`src/rtl/vend_credit_ctrl.sv`:
```
// Vending credit controller: accumulates coin credit, dispenses one product per valid
// selection and pays back the remainder as a paced train of fixed-value change pulses.
module vend_credit_ctrl #(
  parameter int NUM_SEL     = 4,
  parameter int CREDIT_W    = 8,
  parameter int PRICE       = 20,
  parameter int MAX_CREDIT  = 95,
  parameter int CHANGE_UNIT = 5,
  parameter int CHANGE_GAP  = 1
) (
  input  logic                clk,
  input  logic                reset,
  input  logic                coin_valid,
  input  logic [1:0]          coin_code,
  input  logic [NUM_SEL-1:0]  sel,
  input  logic                cancel,
  input  logic [NUM_SEL-1:0]  stock_empty,
  output logic [CREDIT_W-1:0] credit,
  output logic [NUM_SEL-1:0]  vend,
  output logic                change_pulse,
  output logic                coin_reject,
  output logic                busy,
  output logic [1:0]          state_o
);

  typedef enum logic [1:0] {
    S_IDLE   = 2'd0,
    S_CREDIT = 2'd1,
    S_VEND   = 2'd2,
    S_CHANGE = 2'd3
  } state_t;

  localparam int CW1   = CREDIT_W + 1;
  localparam int GAP_W = (CHANGE_GAP > 0) ? $clog2(CHANGE_GAP + 1) : 1;

  localparam logic [CREDIT_W-1:0] PRICE_C = CREDIT_W'(PRICE);
  localparam logic [CREDIT_W-1:0] UNIT_C  = CREDIT_W'(CHANGE_UNIT);
  localparam logic [CREDIT_W:0]   MAX_C   = CW1'(MAX_CREDIT);
  localparam logic [GAP_W-1:0]    GAP_C   = GAP_W'(CHANGE_GAP);

  state_t              state_q, state_n;
  logic [CREDIT_W-1:0] credit_q, credit_n;
  logic [NUM_SEL-1:0]  vend_q, vend_n;
  logic                pulse_q, pulse_n;
  logic                reject_q, reject_n;
  logic                busy_q;
  logic [GAP_W-1:0]    gap_q, gap_n;

  logic [CREDIT_W-1:0] coin_val;
  logic [CREDIT_W:0]   coin_sum;
  logic                coin_fits;
  logic                coin_taken;
  logic                sel_ok;
  logic [CREDIT_W-1:0] remainder;
  logic [CREDIT_W-1:0] after_pulse;
  logic                dec_en;
  logic [CREDIT_W-1:0] dec_val;

  always_comb begin
    unique case (coin_code)
      2'b01:   coin_val = CREDIT_W'(5);
      2'b10:   coin_val = CREDIT_W'(10);
      2'b11:   coin_val = CREDIT_W'(25);
      default: coin_val = '0;
    endcase
  end

  // The extra sum bit keeps a wrap-around from looking like a small, acceptable credit.
  assign coin_sum    = {1'b0, credit_q} + {1'b0, coin_val};
  assign coin_fits   = (coin_sum <= MAX_C);
  assign sel_ok      = $onehot(sel) && (credit_q >= PRICE_C) && ((sel & stock_empty) == '0);
  assign remainder   = credit_q - PRICE_C;
  assign after_pulse = credit_q - UNIT_C;

  // NOTE: every signal assigned here gets a default first; a path that leaves one
  // unassigned would infer a latch.
  always_comb begin
    state_n    = state_q;
    credit_n   = credit_q;
    vend_n     = '0;
    pulse_n    = 1'b0;
    gap_n      = gap_q;
    coin_taken = 1'b0;
    dec_en     = 1'b0;
    dec_val    = credit_q;

    unique case (state_q)
      S_IDLE: begin
        if (coin_valid && (coin_val != '0) && coin_fits) begin
          credit_n   = coin_sum[CREDIT_W-1:0];
          state_n    = S_CREDIT;
          coin_taken = 1'b1;
        end
      end

      S_CREDIT: begin
        if (cancel) begin
          state_n = S_CHANGE;
          gap_n   = '0;
          pulse_n = (credit_q >= UNIT_C);
        end else if (sel_ok) begin
          state_n = S_VEND;
          vend_n  = sel;
        end else if (coin_valid && (coin_val != '0) && coin_fits) begin
          credit_n   = coin_sum[CREDIT_W-1:0];
          coin_taken = 1'b1;
        end
      end

      S_VEND: begin
        credit_n = remainder;
        if (remainder == '0) begin
          state_n = S_IDLE;
        end else begin
          state_n = S_CHANGE;
          gap_n   = '0;
          pulse_n = (remainder >= UNIT_C);
        end
      end

      S_CHANGE: begin
        if (pulse_q) begin
          // The unit paid out by the pulse now ending leaves the credit here.
          credit_n = after_pulse;
          if (after_pulse == '0) begin
            state_n = S_IDLE;
            gap_n   = '0;
          end else if (CHANGE_GAP == 0) begin
            dec_en  = 1'b1;
            dec_val = after_pulse;
          end else begin
            gap_n = GAP_C;
          end
        end else if (gap_q > GAP_W'(1)) begin
          gap_n = gap_q - GAP_W'(1);
        end else begin
          gap_n  = '0;
          dec_en = 1'b1;
        end
      end

      default: state_n = S_IDLE;
    endcase

    // Next-pulse decision: pay another unit, or drop a sub-unit residue and finish.
    if (dec_en) begin
      if (dec_val >= UNIT_C) begin
        pulse_n = 1'b1;
      end else begin
        credit_n = '0;
        state_n  = S_IDLE;
      end
    end

    reject_n = coin_valid && (coin_val != '0) && !coin_taken;
  end

  // NOTE: state registers use non-blocking assignments so every flop samples the
  // pre-edge values regardless of statement order.
  always_ff @(posedge clk or posedge reset) begin
    if (reset) begin
      state_q  <= S_IDLE;
      credit_q <= '0;
      vend_q   <= '0;
      pulse_q  <= 1'b0;
      reject_q <= 1'b0;
      busy_q   <= 1'b0;
      gap_q    <= '0;
    end else begin
      state_q  <= state_n;
      credit_q <= credit_n;
      vend_q   <= vend_n;
      pulse_q  <= pulse_n;
      reject_q <= reject_n;
      busy_q   <= (state_n == S_VEND) || (state_n == S_CHANGE);
      gap_q    <= gap_n;
    end
  end

  assign credit       = credit_q;
  assign vend         = vend_q;
  assign change_pulse = pulse_q;
  assign coin_reject  = reject_q;
  assign busy         = busy_q;
  assign state_o      = state_q;

endmodule

```
`config.mk`:
```
export PLATFORM = sky130hd
export DESIGN_NAME = vend_credit_ctrl
export DESIGN_NICKNAME = d
export VERILOG_FILES = /design/src/rtl/vend_credit_ctrl.sv
export SDC_FILE = /design/constraint.sdc
export NUM_CORES = 1
export LEC_CHECK = 0
export CAP_MARGIN = 20
export CORE_MARGIN = 10
export CORE_UTILIZATION = 27
export CTS_BUF_LIST = sky130_fd_sc_hd__clkbuf_4 sky130_fd_sc_hd__clkbuf_8
export DETAILED_ROUTE_END_ITERATION = 8
export GPL_TIMING_DRIVEN = 0
export SYNTH_ARGS = -nofsm -noshare
export SYNTH_HDL_FRONTEND = slang
export SYNTH_SLANG_ARGS = --single-unit
```
`constraint.sdc`:
```
create_clock -name clk -period 7.6 [get_ports clk]
set_clock_uncertainty 0.05 [all_clocks]
set_input_delay 1.52 -clock clk [delete_from_list [all_inputs] [get_ports clk]]
set_output_delay 1.52 -clock clk [all_outputs]
set_load 0.02 [all_outputs]
```
==> impl_results.md <==
* Post-synth cell types at 67
* Area of the multi-input gates at 1430 um2
* Arrival time at the worst endpoint at 4.63 ns
* Core Util, Final at 34.1%
* Port Buffers at 30
* PD cells at 407 nW/um2
* # rows at 31
* Crit path buf inv count at 3
* Root buffer cell: clkbuf_8
* Routability Congestion at 0.921
* Seq cells post-synth at 17
* Die Footprint at 11200 um2
* Placed insts at 368
* Pin count of the biggest net entering global routing at 18
* Htree depth at 1
* Setup bufs post-CTS at 0
* Final setup fails at 0
* Final slew viol count at 0
* DP Area at 2420 um2
* Syn Area/Cell at 8.34 um2
* FFs w/ async S/R, synth at 100%
* Final hold vios at 0
* Post-CTS resize count at 0
* Max stage delay on crit path at 0.53 ns
* Core area at 7210 um2
* Syn nets at 273
* Post-synth EDFFs at 0
* VDD IR-drop max at 180 uV
* Top Ports at 31
* Top_reg_cell synth: dfrtp_1
* Worst path depth at 12
* Hold Path Depth at 2
* CTS buffer count at 3
* Crit path max-delay cell type: fa_1
* Vias in the first global route at 1928
* Die height at 106 um
* Drt pass-1 iters at 5
* Outcome: complete, no violations
* Antenna viol nets, final at 0
* Synthesized instance count at 239
* Remaining global-route overflow at 0
* Setup crit end: credit[2]
* Fillers at 769
* Final min period at 4.54 ns
* Worst-case reg-to-reg path depth at 9
* Area Overhead vs Synth at 23.6%
* Final Instance Count excl. Fillers at 372
* Post-DP HPWL at 4.69 mm
* First-pass GRT wire length at 9.80 mm
* GRT Util Overall at 10.3%
* Post-synthesis sequential area ratio at 21.3%
* Design Area, Final at 2460 um2
* Sequential Area at 425 um2
* Unrepaired setup endpoints after global routing: no
* Fin crit share at 59.7%
* CP Class: input pin to flop
* Crit-path cells: clkdlybuf4s50_1, inv_1, fa_1, inv_1, ha_1, ha_1, nor3b_1, nand3_1, o21ai_1, nand2_1, and4_1, a311o_1
* Tot Pwr at 1.00 mW
* CP Launch Type: input pin
* CP Data Required Time at 7.69 ns
* RR Startpoint: credit[3]
* Nets@finish at 308
* Setup TNS Final at 0 ns
* RR Endpoint: credit[6]
* Critical path peak fanout at 5
* Starting density of the core at 27.6%
* Post-Syn Area at 1990 um2
* Antenna violations before repair at 0
* Worst-case clock buffer depth at 2
* Crit path max-delay family: adder cells
* Worst Tran Pin Value at 0.726 ns
* Flop-to-flop setup slack at 4.22 ns
* CP startpoint: sel[0]
* DIE WIDTH at 106 um
* Max transition margin at 51.6%
* ANT cells at 0
* DR vias/cell at 5.35
* CP Capture Type: flop
* Worst-path clk slew at 0.07 ns
* Synth warn at 0
* Initial DRC Count at 230
* Layout cells sized above 1 at 8.06%
* Leakage at 0.981 nW
* DRC at 0
* Via count at 1991
* Path category of the worst min-delay check: flop to flop
* DR WL/cell at 16.1 um
* # clock sinks at 17
* Worst skew pair latency at 0.25 ns
* Fmax at 220 MHz
* Final wirelength at 5.99 mm
* Max Cap Viol at 0
* Cts hold-fix bufs at 0
* CTS tree: yes
[per-stage QoR]
| step | hold WS, ns | setup slack (ns) |
|---|---|---|
| 2_1_floorplan | 0.636 | 3.66 |
| 3_3_place_gp | 0.588 | 2.84 |
| 3_5_place_dp | 0.595 | 2.83 |
| 4_1_cts | 0.606 | 3.10 |
| 5_1_grt | 0.653 | 2.93 |
| 6_report | 0.605 | 3.06 |
[worst min path at each step]
stage               start         end  slack, ns
6_report       state_o[0]  state_o[0]       0.60
5_1_grt        state_o[0]  state_o[0]       0.65
2_1_floorplan  state_o[0]  state_o[0]       0.64
3_5_place_dp   state_o[0]  state_o[0]       0.59
4_1_cts        state_o[0]  state_o[0]       0.61
3_3_place_gp   state_o[0]  state_o[0]       0.59
[routing by layer]
metal	vias to the layer above	part of all wire [%]	track usage, %	wire (um)
met5	-	0	0	0
met3	11	4.5	1.75	271
met1	940	49	13.9	2940
met4	0	1.6	2.61	95
met2	78	45	16.6	2690
li1	962	-	-	-
[registers in the layout, summed over array words and instances, names as in the netlist]
signal and cells:
state_o 2, vend 4, busy 1, change_pulse 1, credit 8, coin_reject 1
[worst reg2reg max path: cells and delay by family, from the launching register on]
kind | cells | cell delay [ns]
adder cells (fa/ha/maj) | 1 | 0.32
flip-flops | 1 | 0.50
AO/OA/AOI/OAI | 5 | 1.68
buffers and inverters | 2 | 0.63
AND/OR/NAND/NOR | 1 | 0.09
[synth_stat cells (2+ instances only)]
library cell / number / area [um2]
inv_1: 23 / 86.3
ha_1: 18 / 225
dfrtp_1: 17 / 425
o21ai_0: 16 / 80.1
nand2_1: 13 / 48.8
a21oi_1: 12 / 60.1
nor2_1: 12 / 45.0
nor2b_1: 8 / 50.1
clkbuf_1: 7 / 26.3
nand3_1: 7 / 35.0
xnor2_1: 6 / 52.6
nor3_1: 5 / 25.0
nor4_1: 5 / 31.3
a22oi_1: 4 / 30.0
and3_1: 4 / 25.0
nand2b_1: 4 / 25.0
o22ai_1: 4 / 25.0
a31oi_1: 3 / 18.8
buf_2: 3 / 15.0
o21a_1: 3 / 22.5
o21ai_1: 3 / 15.0
a2111oi_0: 2 / 17.5
a2111oi_4: 2 / 55.1
a2bb2oi_1: 2 / 17.5
a31o_1: 2 / 17.5
a41oi_1: 2 / 17.5
and2_1: 2 / 12.5
and4_1: 2 / 17.5
and4b_1: 2 / 20.0
fa_1: 2 / 40.0
nor3b_1: 2 / 15.0
o2111a_1: 2 / 22.5
o211ai_1: 2 / 15.0
o21bai_1: 2 / 15.0
o2bb2ai_1: 2 / 17.5
o31ai_1: 2 / 15.0
xor2_1: 2 / 17.5
[power breakdown]
group / leakage (nW) / switching, mW / internal, mW
Sequential: 0.217 / 0.0595 / 0.123
Combinational: 0.739 / 0.432 / 0.319
Clock: 0.0255 / 0.0337 / 0.0364
Total: 0.981 / 0.525 / 0.479
[logic make-up after synthesis]
group	count (synthesis)	share of synthesized area, %
compound gates	83	32.3
xor+xnor	8	3.52
fa+ha+maj	20	13.3
buf+inv	34	6.97
flops	17	21.3
mux	2	1.26
simple gates	75	21.3
[cells in the final DEF, fill, tap and decap left out, types with 4 or more instances in the layout]
cell type	netlist	layout
clkdlybuf4s50_1	0	30
inv_1	23	23
ha_1	18	18
dfrtp_1	17	17
o21ai_0	16	16
nand2_1	13	13
nor2_1	12	12
a21oi_1	12	12
nor2b_1	8	8
clkbuf_1	7	7
nand3_1	7	7
xnor2_1	6	6
nor4_1	5	5
nor3_1	5	5
nand2b_1	4	4
a22oi_1	4	4
and3_1	4	4
o22ai_1	4	4
[layout make-up]
cell class / instances / area share (%)
well taps: 99 / 5.03
repair buffers: 30 / 12.2
clock buffers: 3 / 1.68
plain buffers: 11 / 2.13
clock inverters: 1 / 0.203
multi-input cells: 188 / 58.0
inverters: 23 / 3.50
flip-flops and latches: 17 / 17.3
Power figures use the tool's default switching activity.
